## src/rtl/seq_det_ctrl.sv

```systemverilog
// Streaming programmable Moore sequence detector controller.
// Bytes arrive over valid/ready, are serialised MSB-first into a bit history and
// compared against a programmable pattern; matches are counted with a sticky
// threshold flag.
// Optional build macro: SEQ_DET_NONOVERLAP_EN selects non-overlapping detection
// (history is cleared on every match).
module seq_det_ctrl #(
  parameter int unsigned DATA_W  = 8,
  parameter int unsigned PAT_MAX = 8,
  parameter int unsigned CNT_W   = 8
) (
  input  logic               clk,
  input  logic               rst,
  input  logic               cfg_we,
  input  logic [PAT_MAX-1:0] cfg_pattern,
  input  logic [3:0]         cfg_len,
  input  logic [CNT_W-1:0]   cfg_thresh,
  input  logic               clr,
  input  logic               in_valid,
  input  logic [DATA_W-1:0]  in_data,
  output logic               in_ready,
  output logic               busy,
  output logic               match,
  output logic [CNT_W-1:0]   match_count,
  output logic               thresh_hit
);

  localparam int unsigned BitCntW = (DATA_W > 1) ? $clog2(DATA_W) : 1;
  localparam int unsigned FillW   = $clog2(PAT_MAX + 1);

  localparam logic [PAT_MAX-1:0] DefPattern = PAT_MAX'(5'b10110);
  localparam logic [3:0]         DefLen     = 4'd5;
  localparam logic [CNT_W-1:0]   DefThresh  = CNT_W'(1);
  localparam logic [3:0]         PatMaxLen  = 4'(PAT_MAX);
  localparam logic [FillW-1:0]   FillMax    = FillW'(PAT_MAX);
  localparam logic [CNT_W-1:0]   CntMax     = {CNT_W{1'b1}};

  typedef enum logic [0:0] {StIdle, StShift} state_e;

  state_e state_q, state_d;

  logic [DATA_W-1:0]  word_q, word_d;
  logic [BitCntW-1:0] bit_cnt_q, bit_cnt_d;
  logic [PAT_MAX-1:0] hist_q, hist_d;
  logic [FillW-1:0]   fill_q, fill_d;
  logic               match_q, match_d;
  logic [CNT_W-1:0]   cnt_q, cnt_d;
  logic               thresh_hit_q, thresh_hit_d;
  logic [PAT_MAX-1:0] pat_q, pat_d;
  logic [3:0]         len_q, len_d;
  logic [CNT_W-1:0]   thresh_q, thresh_d;

  logic               len_valid;
  logic               accept;
  logic               shift_en;
  logic               last_bit;
  logic [PAT_MAX-1:0] len_mask;
  logic [PAT_MAX-1:0] hist_nxt;
  logic [FillW-1:0]   fill_nxt;
  logic [CNT_W-1:0]   cnt_inc;
  logic               pat_found;

  assign len_valid = (len_q != 4'd0) && (len_q <= PatMaxLen);
  assign last_bit  = (bit_cnt_q == '0);
  assign accept    = in_valid & in_ready;

  // FSM state register
  always_ff @(posedge clk) begin
    if (rst) begin
      state_q <= StIdle;
    end else begin
      state_q <= state_d;
    end
  end

  // FSM next state: a word accepted on the last bit keeps the FSM in StShift
  always_comb begin
    state_d = state_q;
    unique case (state_q)
      StIdle:  if (accept) state_d = StShift;
      StShift: if (last_bit && !accept) state_d = StIdle;
      default: state_d = StIdle;
    endcase
  end

  // FSM outputs
  always_comb begin
    busy     = (state_q == StShift);
    shift_en = (state_q == StShift);
    in_ready = len_valid & ((state_q == StIdle) | ((state_q == StShift) & last_bit));
  end

  // Bit-history compare for the bit shifted at this edge
  always_comb begin
    for (int i = 0; i < int'(PAT_MAX); i++) begin
      len_mask[i] = (i < int'(len_q));
    end
    hist_nxt  = {hist_q[PAT_MAX-2:0], word_q[bit_cnt_q]};
    fill_nxt  = (fill_q == FillMax) ? fill_q : fill_q + FillW'(1);
    cnt_inc   = (cnt_q == CntMax) ? cnt_q : cnt_q + CNT_W'(1);
    pat_found = (int'(fill_nxt) >= int'(len_q)) && (((hist_nxt ^ pat_q) & len_mask) == '0);
  end

  // Datapath next state; priority clr > cfg_we > shifting
  always_comb begin
    word_d       = word_q;
    bit_cnt_d    = bit_cnt_q;
    hist_d       = hist_q;
    fill_d       = fill_q;
    match_d      = 1'b0;
    cnt_d        = cnt_q;
    thresh_hit_d = thresh_hit_q;
    pat_d        = pat_q;
    len_d        = len_q;
    thresh_d     = thresh_q;

    // Serialiser runs regardless of clr so an in-flight word keeps shifting
    if (accept) begin
      word_d    = in_data;
      bit_cnt_d = BitCntW'(DATA_W - 1);
    end else if (shift_en && !last_bit) begin
      bit_cnt_d = bit_cnt_q - BitCntW'(1);
    end

    if (clr) begin
      hist_d       = '0;
      fill_d       = '0;
      cnt_d        = '0;
      thresh_hit_d = 1'b0;
    end else if (cfg_we && (state_q == StIdle) && !accept) begin
      pat_d        = cfg_pattern;
      len_d        = cfg_len;
      thresh_d     = cfg_thresh;
      hist_d       = '0;
      fill_d       = '0;
      cnt_d        = '0;
      thresh_hit_d = 1'b0;
    end else if (shift_en) begin
      hist_d = hist_nxt;
      fill_d = fill_nxt;
      if (pat_found) begin
        match_d = 1'b1;
        cnt_d   = cnt_inc;
        if ((thresh_q != '0) && (cnt_inc == thresh_q)) begin
          thresh_hit_d = 1'b1;
        end
`ifdef SEQ_DET_NONOVERLAP_EN
        hist_d = '0;
        fill_d = '0;
`endif
      end
    end
  end

  // Datapath and configuration registers
  always_ff @(posedge clk) begin
    if (rst) begin
      word_q       <= '0;
      bit_cnt_q    <= '0;
      hist_q       <= '0;
      fill_q       <= '0;
      match_q      <= 1'b0;
      cnt_q        <= '0;
      thresh_hit_q <= 1'b0;
      pat_q        <= DefPattern;
      len_q        <= DefLen;
      thresh_q     <= DefThresh;
    end else begin
      word_q       <= word_d;
      bit_cnt_q    <= bit_cnt_d;
      hist_q       <= hist_d;
      fill_q       <= fill_d;
      match_q      <= match_d;
      cnt_q        <= cnt_d;
      thresh_hit_q <= thresh_hit_d;
      pat_q        <= pat_d;
      len_q        <= len_d;
      thresh_q     <= thresh_d;
    end
  end

  assign match       = match_q;
  assign match_count = cnt_q;
  assign thresh_hit  = thresh_hit_q;

endmodule

```

## config.mk

```make
export PLATFORM = sky130hd
export DESIGN_NAME = seq_det_ctrl
export DESIGN_NICKNAME = d
export VERILOG_FILES = /design/src/rtl/seq_det_ctrl.sv
export SDC_FILE = /design/constraint.sdc
export NUM_CORES = 1
export LEC_CHECK = 0
export BUFFER_PORTS_ARGS = -buffer_cell sky130_fd_sc_hd__buf_4
export CORE_UTILIZATION = 60
export DETAILED_ROUTE_END_ITERATION = 6
export PLACE_DENSITY_LB_ADDON = 0.2
export SLEW_MARGIN = 20
export SYNTH_ARGS = -nofsm -noshare
export SYNTH_HDL_FRONTEND = slang
export SYNTH_SLANG_ARGS = --single-unit
```

## constraint.sdc

```tcl
create_clock -name clk -period 5.6 [get_ports clk]
set_input_delay 0 -clock clk [delete_from_list [all_inputs] [get_ports clk]]
set_output_delay 0 -clock clk [all_outputs]
set_load 0.01 [all_outputs]
```

=== After elaboration in Yosys (flattened, before gate mapping) ===
Cells that the tools add are included.

* Equality and inequality tests: 3
* Bitwise operators: 8
* Mux-type cells: 10
* Magnitude comparators: 11
* Add/sub/neg operators: 3
* Reductions and logical operators: 19

{| class="wikitable"
|+ Operators with widths
! kind !! number
|-
| 3-bit by 4-bit less-than comparator with 1-bit output (first input constant) || 4
|-
| 8-bit by 1-bit adder with 8-bit output (second input constant) || 1
|-
| 8-bit bitwise AND || 1
|-
| 8-bit == test || 1
|-
| 8-bit == test (second input constant) || 1
|-
| 8-bit logical NOT || 1
|-
| 1-bit by 4-bit less-than comparator with 1-bit output (first input constant) || 2
|-
| 2-bit by 4-bit less-than comparator with 1-bit output (first input constant) || 2
|-
| 8-bit two-way mux || 1
|-
| 8-bit nonzero test || 1
|-
| 8-bit bitwise XOR || 1
|-
| 1-bit logical AND || 7
|-
| 3-bit two-way mux || 2
|-
| 4-bit by 1-bit adder with 4-bit output (second input constant) || 1
|-
| 4-bit == test (second input constant) || 1
|-
| 4-bit >= comparator || 1
|-
| 4-bit less-or-equal comparator (second input constant) || 1
|-
| 3-bit by 4-bit less-than comparator with 1-bit output (second input constant) || 1
|-
| 1-bit two-way mux || 4
|-
| 4-bit two-way mux || 1
|-
| 2-bit AND reduction || 2
|-
| 4-bit nonzero test || 1
|-
| 4-bit OR reduction || 1
|-
| 1-bit bitwise AND || 3
|-
| other kinds (10) || 12
|}

* Input port bits: 33
* Register bits after elaboration: 53
* Logic and storage cells: 65

=== Depth between registers and ports, before layout ===
Gate-level depths: netlist (run 1).

* Depth after elaboration: 9
* Mapped depth: 13
* Gate-level depth less buffers: 13

=== Least setup slack after synthesis (run 1) ===
OpenSTA, ideal clock, no wires.

* Kind: register -> register
* Start point: reg fill_q[0]
* End point: reg cnt_q[3] (netlist: match_count[3])
* Setup time: 0.116 ns
* Path slack: 3.450 ns
* Cell stages (with the launch flop): 13
* Required time: 5.484 ns
* Data arrival time: 2.034 ns
* Cells stage by stage: dfxtp_1 -> inv_1 -> ha_1 -> nand2_1 -> nor2_1 -> xnor2_1 -> ha_1 -> o21ai_0 -> a21oi_1 -> o211ai_2 -> nor2_8 -> a31oi_1 -> a41o_1

* Longest elaborated chain between the ends: 5

{| class="wikitable"
|+ RTL lines
! item !! line !! source
|-
| start: declaration || 45 || <nowiki>logic [FillW-1:0] fill_q, fill_d;</nowiki>
|-
| start signal: assignment || 172 || <nowiki>fill_q <= fill_d;</nowiki>
|-
| 4-bit by 1-bit adder with 4-bit output / 4-bit == test (equally long branches) || 99 || <nowiki>fill_nxt = (fill_q == FillMax) ? fill_q : fill_q + FillW'(1);</nowiki>
|-
| 4-bit two-way mux (*) || 99 ||
|-
| 4-bit >= comparator (*) || 101 || <nowiki>pat_found = (int'(fill_nxt) >= int'(len_q)) && (((hist_nxt ^ pat_q) & len_mask) == '0);</nowiki>
|-
| 1-bit logical AND (*) || 101 ||
|-
| 2-bit AND reduction (no line) (*) || -- ||
|-
| end signal: assignment || 174 || <nowiki>cnt_q <= cnt_d;</nowiki>
|-
| end: declaration || 47 || <nowiki>logic [CNT_W-1:0] cnt_q, cnt_d;</nowiki>
|}

Every way passes the cells marked *; elsewhere a longest branch is shown, timed or not.
A chain may end at the register's enable or synchronous reset.

=== Worst setup path after layout (run 1) ===
* Start point: reg state_q (netlist: busy)
* End point: reg len_q[2]

* Longest elaborated chain between the ends: 7

{| class="wikitable"
|+ RTL lines
! item !! line !! source
|-
| start: declaration || 40 || <nowiki>state_e state_q, state_d;</nowiki>
|-
| start signal: assignment || 70 || <nowiki>state_q <= StIdle;</nowiki>
|-
| start signal: assignment || 72 || <nowiki>state_q <= state_d;</nowiki>
|-
| 1-bit bitwise AND / 1-bit NOT (equally long branches) || -- ||
|-
| 1-bit OR || 90 || <nowiki>in_ready = len_valid & ((state_q == StIdle) | ((state_q == StShift) & last_bit));</nowiki>
|-
| 1-bit bitwise AND || 90 ||
|-
| 1-bit bitwise AND || 65 || <nowiki>assign accept = in_valid & in_ready;</nowiki>
|-
| 1-bit logical NOT || 130 || <nowiki>end else if (cfg_we && (state_q == StIdle) && !accept) begin</nowiki>
|-
| 1-bit logical AND (*) || 130 ||
|-
| 2-bit AND reduction (no line) (*) || -- ||
|-
| end signal: assignment || 166 || <nowiki>len_q <= DefLen;</nowiki>
|-
| end signal: assignment || 177 || <nowiki>len_q <= len_d;</nowiki>
|-
| end: declaration || 50 || <nowiki>logic [3:0] len_q, len_d;</nowiki>
|}

Marks and branches as above.

==> results by group, run 1 <==
Critical path
  • Crit path max fanout: 21
  • CP cell instances: o21ai_0 -> and2_1 -> nand2_1 -> and2_1 -> nor2_1 -> a211o_1
  • Worst Setup Start Kind: flip-flop
  • Buf/Inv on CP: 0
  • CP required: 5.81 ns
  • Kind of critical path: flip-flop to flip-flop
  • Crit-path most repeated cell: and2_1
  • CP max-delay cell: dfxtp_1
  • Max incr delay on CP: 0.78 ns
  • Critical path capture point type: flip-flop
  • CP Data Arrival Time: 3.31 ns
  • Worst path top cell family by delay: simple AND/OR/NAND/NOR gates

STA
  • Post-layout minimum cycle time: 3.11 ns
  • Measured slew at the worst slew-check pin: 0.874 ns
  • Final Max Tran Viols: 0
  • Fin. Hold Viols: 0
  • # setup viols final: 0
  • Fin Hold WS: 0.0717 ns
  • Slew HR: 0.413
  • Fin crit share: 0.555
  • Fin Setup TNS: 0 ns
  • Worst Skew: 0.00714 ns
  • RSZ-0062 raised after global routing: no
  • Peak Freq: 0.322 GHz

Routing
  • Drc violations: 0
  • Number of vias per cell: 5.64
  • Final WL: 6.42 mm
  • Final ANT Viol Nets: 0
  • Detailed Routing Iterations Pass 1: 4
  • Vias: 2432
  • Wirelength per Cell: 14.9 um
  • Initial DRC count: 115

GRT
  • First-pass GRT wire length: 10.7 mm
  • Grt ovf: 0
  • Number of global-route vias before repair: 2374
  • Largest net degree at the start of global routing: 36
  • Initial antenna violation count: 0
  • Gr usage total: 0.279

Placed design
  • Gpl congestion: 0.790
  • Detailed Place HPWL: 4.11 mm
  • Placed cells: 394
  • IO Port Bufs: 44

Finish
  • Diode count: 0
  • FILL cells: 298
  • Total Nets Final: 420
  • Layout cells sized above 1: 0.172
  • Area grow syn2layout: 26.3%
  • Fin cells: 431

Yosys
  • Seq/Total Area, Yosys: 0.393
  • Total nets after synthesis: 354
  • Netlist cell types: 46
  • Yosys Warn Count: 0
  • EDFF count, synth: 0
  • Cells after synthesis: 312
  • Netlist Area Pre-Place: 2700 um^2
  • FFs w/ async S/R, synth: 0
  • Flops & latches, synth: 53
  • Primary FF master, synth: dfxtp_1
  • Synthesized area per cell: 8.65 um^2

Clocking
  • Cts bufs inserted: 5
  • Postcts setup bufs: 0
  • Worst skew pair latency: 0.31 ns
  • CTS H-Tree Depth: 2
  • CTS tree: done
  • CTS Buffer Depth: 2
  • Reg clk slew, reported paths: 0.10 ns
  • CTS root buffer: clkbuf_8
  • Num Clock Sinks: 53
  • Post-CTS sizing: 0

Floorplan
  • Io pins: 45
  • Horiz. Die Dim: 69.1 um
  • Full die area: 4770 um^2
  • Core Area: 4350 um^2
  • Die span in y: 69.1 um
  • Row Count: 24
  • Initial core utilization: 0.620

Pwr
  • Leakage power total: 1.39 nW
  • PwrDens: 225 nW/um^2
  • Maximum VDD drop: 0.258 mV

Min path
  • Hold crit path type: input port to flip-flop

Run
  • Max-cap check violation count: 0

Run status
  • Status: finished, final reports clean
flip-flops by register name, summed over array words and instances, names as in the netlist:
| signal | flops |
|---|---|
| fill_q | 4 |
| thresh_q | 8 |
| hist_q | 7 |
| match | 1 |
| thresh_hit | 1 |
| word_q | 8 |
| busy | 1 |
| bit_cnt_q | 3 |
| match_count | 8 |
| len_q | 4 |
| pat_q | 8 |
cell usage after synthesis (5+ instances only):
master,number,area [um^2]
xor2_1,5,43.8
nor2_1,30,113
inv_1,11,41.3
buf_2,5,25.0
xnor2_1,16,140
dfxtp_1,53,1060
o21ai_0,6,30.0
nand3b_1,5,37.5
ha_1,9,113
a21oi_1,30,150
mux2i_1,22,220
clkbuf_1,6,22.5
nor3_1,6,30.0
nand2_1,56,210
routing by layer:
metal / vias up / global-route usage / part of all wire
li1: 1221 / - / -
met1: 1141 / 0.348 / 0.44
met2: 58 / 0.480 / 0.49
met3: 12 / 0.0570 / 0.049
met4: 0 / 0.0884 / 0.017
met5: - / 0 / 0
through the flow:
step | total power [mW] | cell area (um^2) | utilization | setup WS [ns]
2_1_floorplan | 0.500 | 2700 | - | 3.45
3_3_place_gp | 0.535 | 3030 | 0.696 | 2.65
3_5_place_dp | 0.539 | 3030 | 0.696 | 2.51
4_1_cts | 0.767 | 3410 | 0.783 | 2.50
5_1_grt | 0.797 | 3410 | 0.783 | 2.20
6_report | 0.767 | 3410 | 0.783 | 2.49
layout by cell type, fill, tap and decap left out, types with 3 or more instances in the layout:
cell type	count
nand2_1	56
dlygate4sd3_1	29
a21oi_1	30
mux2i_1	22
inv_1	11
a211oi_1	3
nand3_1	3
nand3b_1	5
nor2_1	30
nor3_1	6
xor2_1	5
o21ai_0	6
a31oi_1	3
o22ai_1	3
ha_1	9
dfxtp_1	53
buf_4	44
a211o_1	3
xnor2_1	16
clkbuf_8	5
what timing repair did:
action | in CTS | in global routing
endpoints found under the hold margin | 29 | 0
endpoints found under the setup margin | 0 | 0
hold buffers | 29 | 0
kinds of logic after synthesis:
logic type / after synthesis / share of synthesized area
flops: 53 / 0.393
simple gates: 119 / 0.207
xor+xnor: 21 / 0.0681
fa+ha+maj: 9 / 0.0417
mux: 25 / 0.105
compound gates: 60 / 0.146
buf+inv: 25 / 0.0389
report_power, final:
part           internal [mW]  leakage (nW)  switching (mW)
registers              0.394         0.432          0.0211
logic                 0.0708         0.923          0.0644
clock network         0.0884        0.0374           0.129
worst paths after layout:
| check | startpoint | end | slack, ns | cells past startpoint |
|---|---|---|---|---|
| setup reg to reg | busy | len_q[2] | 2.49 | 6 |
| hold / removal | rst | word_q[3] | 0.07 | 2 |
| setup / recovery | busy | len_q[2] | 2.49 | 6 |
| hold reg to reg | pat_q[7] | pat_q[7] | 0.48 | 2 |
cell type report:
cell class / instances / area (um^2) / area share
clock buffer: 6 / 72.6 / 0.0213
clock inverter: 2 / 15.0 / 0.00440
inverter: 11 / 41.3 / 0.0121
multi-input combinational: 234 / 1530 / 0.450
sequential: 53 / 1060 / 0.311
tap: 52 / 65.1 / 0.0191
timing repair buffer: 73 / 621 / 0.182
(Power assumes the default switching activity.)
==> run 2, diff against run 1 <==
Settings changed: CORE_UTILIZATION 60 to 50.
Clock period 5.6 ns to 2.75 ns, I/O delays scaled along.
==> results by group, run 2 (synthesis results as in run 1) <==
Routing
  • Vias: 2368
  • Final ANT Viol Nets: 0
  • Number of vias per cell: 5.22
  • Final WL: 5.96 mm
  • Metal-1 WL: 2.88 mm
  • Drc violations: 0
  • Detailed Routing Iterations Pass 1: 4
  • Metal3 WL: 274 um
  • Met2 WL post-DR: 2.75 mm
  • Highest metal used: met4
  • Initial DRC count: 154
  • Wirelength per Cell: 13.1 um

Clocking
  • CTS Buffer Depth: 2
  • CTS tree: done
  • CTS H-Tree Depth: 2
  • Reg clk slew, reported paths: 0.10 ns
  • CTS root buffer: clkbuf_8
  • Postcts setup bufs: 0
  • Post-CTS sizing: 0
  • Num Clock Sinks: 53
  • Post-cts hold buffer count: 29
  • Cts bufs inserted: 5
  • Worst skew pair latency: 0.31 ns

Finish
  • Most common cell after layout, fill and taps aside: nand2_1
  • Fin util: 0.676
  • Layout cells sized above 1: 0.182
  • Most frequent cells in the layout: nand2_1, dfxtp_1, buf_4
  • Total Nets Final: 426
  • Diode count: 0
  • Area grow syn2layout: 28.7%
  • Fin cells: 454
  • Post-route cell area: 3480 um^2

STA
  • Fin crit share: 0.852
  • Fin. Hold Viols: 0
  • Post-layout minimum cycle time: 2.34 ns
  • Fin Setup TNS: 0 ns
  • Worst Skew: 0.0100 ns
  • Post-route setup slack: 0.408 ns
  • Slew HR: 0.576
  • RSZ-0062 raised after global routing: no
  • Peak Freq: 0.427 GHz
  • Fin Hold WS: 0.0886 ns
  • # setup viols final: 0
  • Measured slew at the worst slew-check pin: 0.634 ns
  • Final Max Tran Viols: 0

Placed design
  • IO Port Bufs: 44
  • Placed cells: 418
  • Placed Area: 3100 um^2
  • Placement Setup Slack: 0.404 ns
  • Detailed Place HPWL: 4.16 mm
  • Gpl congestion: 0.882

GRT
  • Initial antenna violation count: 0
  • Gr usage total: 0.229
  • Largest net degree at the start of global routing: 36
  • First-pass GRT wire length: 9.83 mm
  • Number of global-route vias before repair: 2162
  • Grt ovf: 0

Critical path
  • CP max-delay cell: dfxtp_1
  • Crit path max fanout: 10
  • Kind of critical path: flip-flop to flip-flop
  • Worst Setup Start Kind: flip-flop
  • FF-to-FF Start: fill_q[0]
  • FF-to-FF End: match_count[4]
  • R2R Setup Slk: 0.41 ns
  • Worst Reg-to-Reg Cells: 12
  • Max incr delay on CP: 0.38 ns
  • CP Data Arrival Time: 2.60 ns
  • CP required: 3.01 ns
  • Buf/Inv on CP: 1
  • Crit-path most repeated cell: nand2_1
  • CP cell instances: inv_1 -> ha_1 -> nand2_1 -> nand2_1 -> mux2i_1 -> ha_1 -> o21ai_0 -> a21oi_1 -> o211ai_2 -> nor2_8 -> a211o_1 -> nand2_1
  • Critical path capture point type: flip-flop
  • Worst path top cell family by delay: compound AO/OA/AOI/OAI gates

Floorplan
  • Die span in y: 75.5 um
  • Core Area: 5140 um^2
  • Full die area: 5700 um^2
  • Io pins: 45
  • Row Count: 26
  • Initial core utilization: 0.525
  • Horiz. Die Dim: 75.5 um

Min path
  • Hold Path Stages: 2
  • Hold Startpoint: rst
  • Hold crit path type: input port to flip-flop
  • Hold EP: word_q[2]

Pwr
  • Maximum VDD drop: 0.437 mV
  • Total power: 1.57 mW
  • PwrDens: 452 nW/um^2
  • Leakage power total: 1.43 nW

Run
  • Max-cap check violation count: 0

Run status
  • Status: finished, final reports clean
==> run 2: changes by cell type in the layout (fill, tap and decap cells not counted) <==
cell	before	now
buf_4	44	50
clkbuf_8	5	6
clkinvlp_4	2	0
==> run 2: layer usage <==
| metal | global-route usage | vias up |
|---|---|---|
| met3 | 0.0529 | 5 |
| met4 | 0.0638 | 0 |
| met1 | 0.317 | 1089 |
| met5 | 0 | - |
| met2 | 0.358 | 42 |
| li1 | - | 1232 |
==> run 2: final cells by class <==
| type | count | area, um^2 |
|---|---|---|
| multi-input combinational | 234 | 1530 |
| timing repair buffer | 79 | 666 |
| clock buffer | 7 | 86.3 |
| fill | 431 | 1660 |
| tap | 70 | 87.6 |
| sequential | 53 | 1060 |
| inverter | 11 | 41.3 |
==> run 2: worst reg2reg max path, cell delays in order (launching register included) <==
cell and delay [ns]:
dfxtp_1 0.38, inv_1 0.10, ha_1 0.20, nand2_1 0.10
nand2_1 0.06, mux2i_1 0.19, ha_1 0.27, o21ai_0 0.15
a21oi_1 0.07, o211ai_2 0.37, nor2_8 0.10, a211o_1 0.27
nand2_1 0.05
==> run 2: how the worst max path moves through the flow <==
stage,cells after the start,from,slack [ns],endpoint
2_1_floorplan,12,fill_q[0],0.60,match_count[3]
6_report,12,fill_q[0],0.41,match_count[4]
3_5_place_dp,12,fill_q[0],0.40,match_count[2]
4_1_cts,12,fill_q[0],0.39,match_count[4]
3_3_place_gp,12,fill_q[0],0.48,match_count[3]
5_1_grt,12,fill_q[0],0.15,match_count[4]
==> run 2: power by group <==
group          leakage [nW]  switching (mW)  total [mW]  internal, mW
Sequential            0.432          0.0313       0.833         0.801
Clock                0.0443           0.248       0.448         0.201
Combinational         0.952           0.138       0.290         0.152
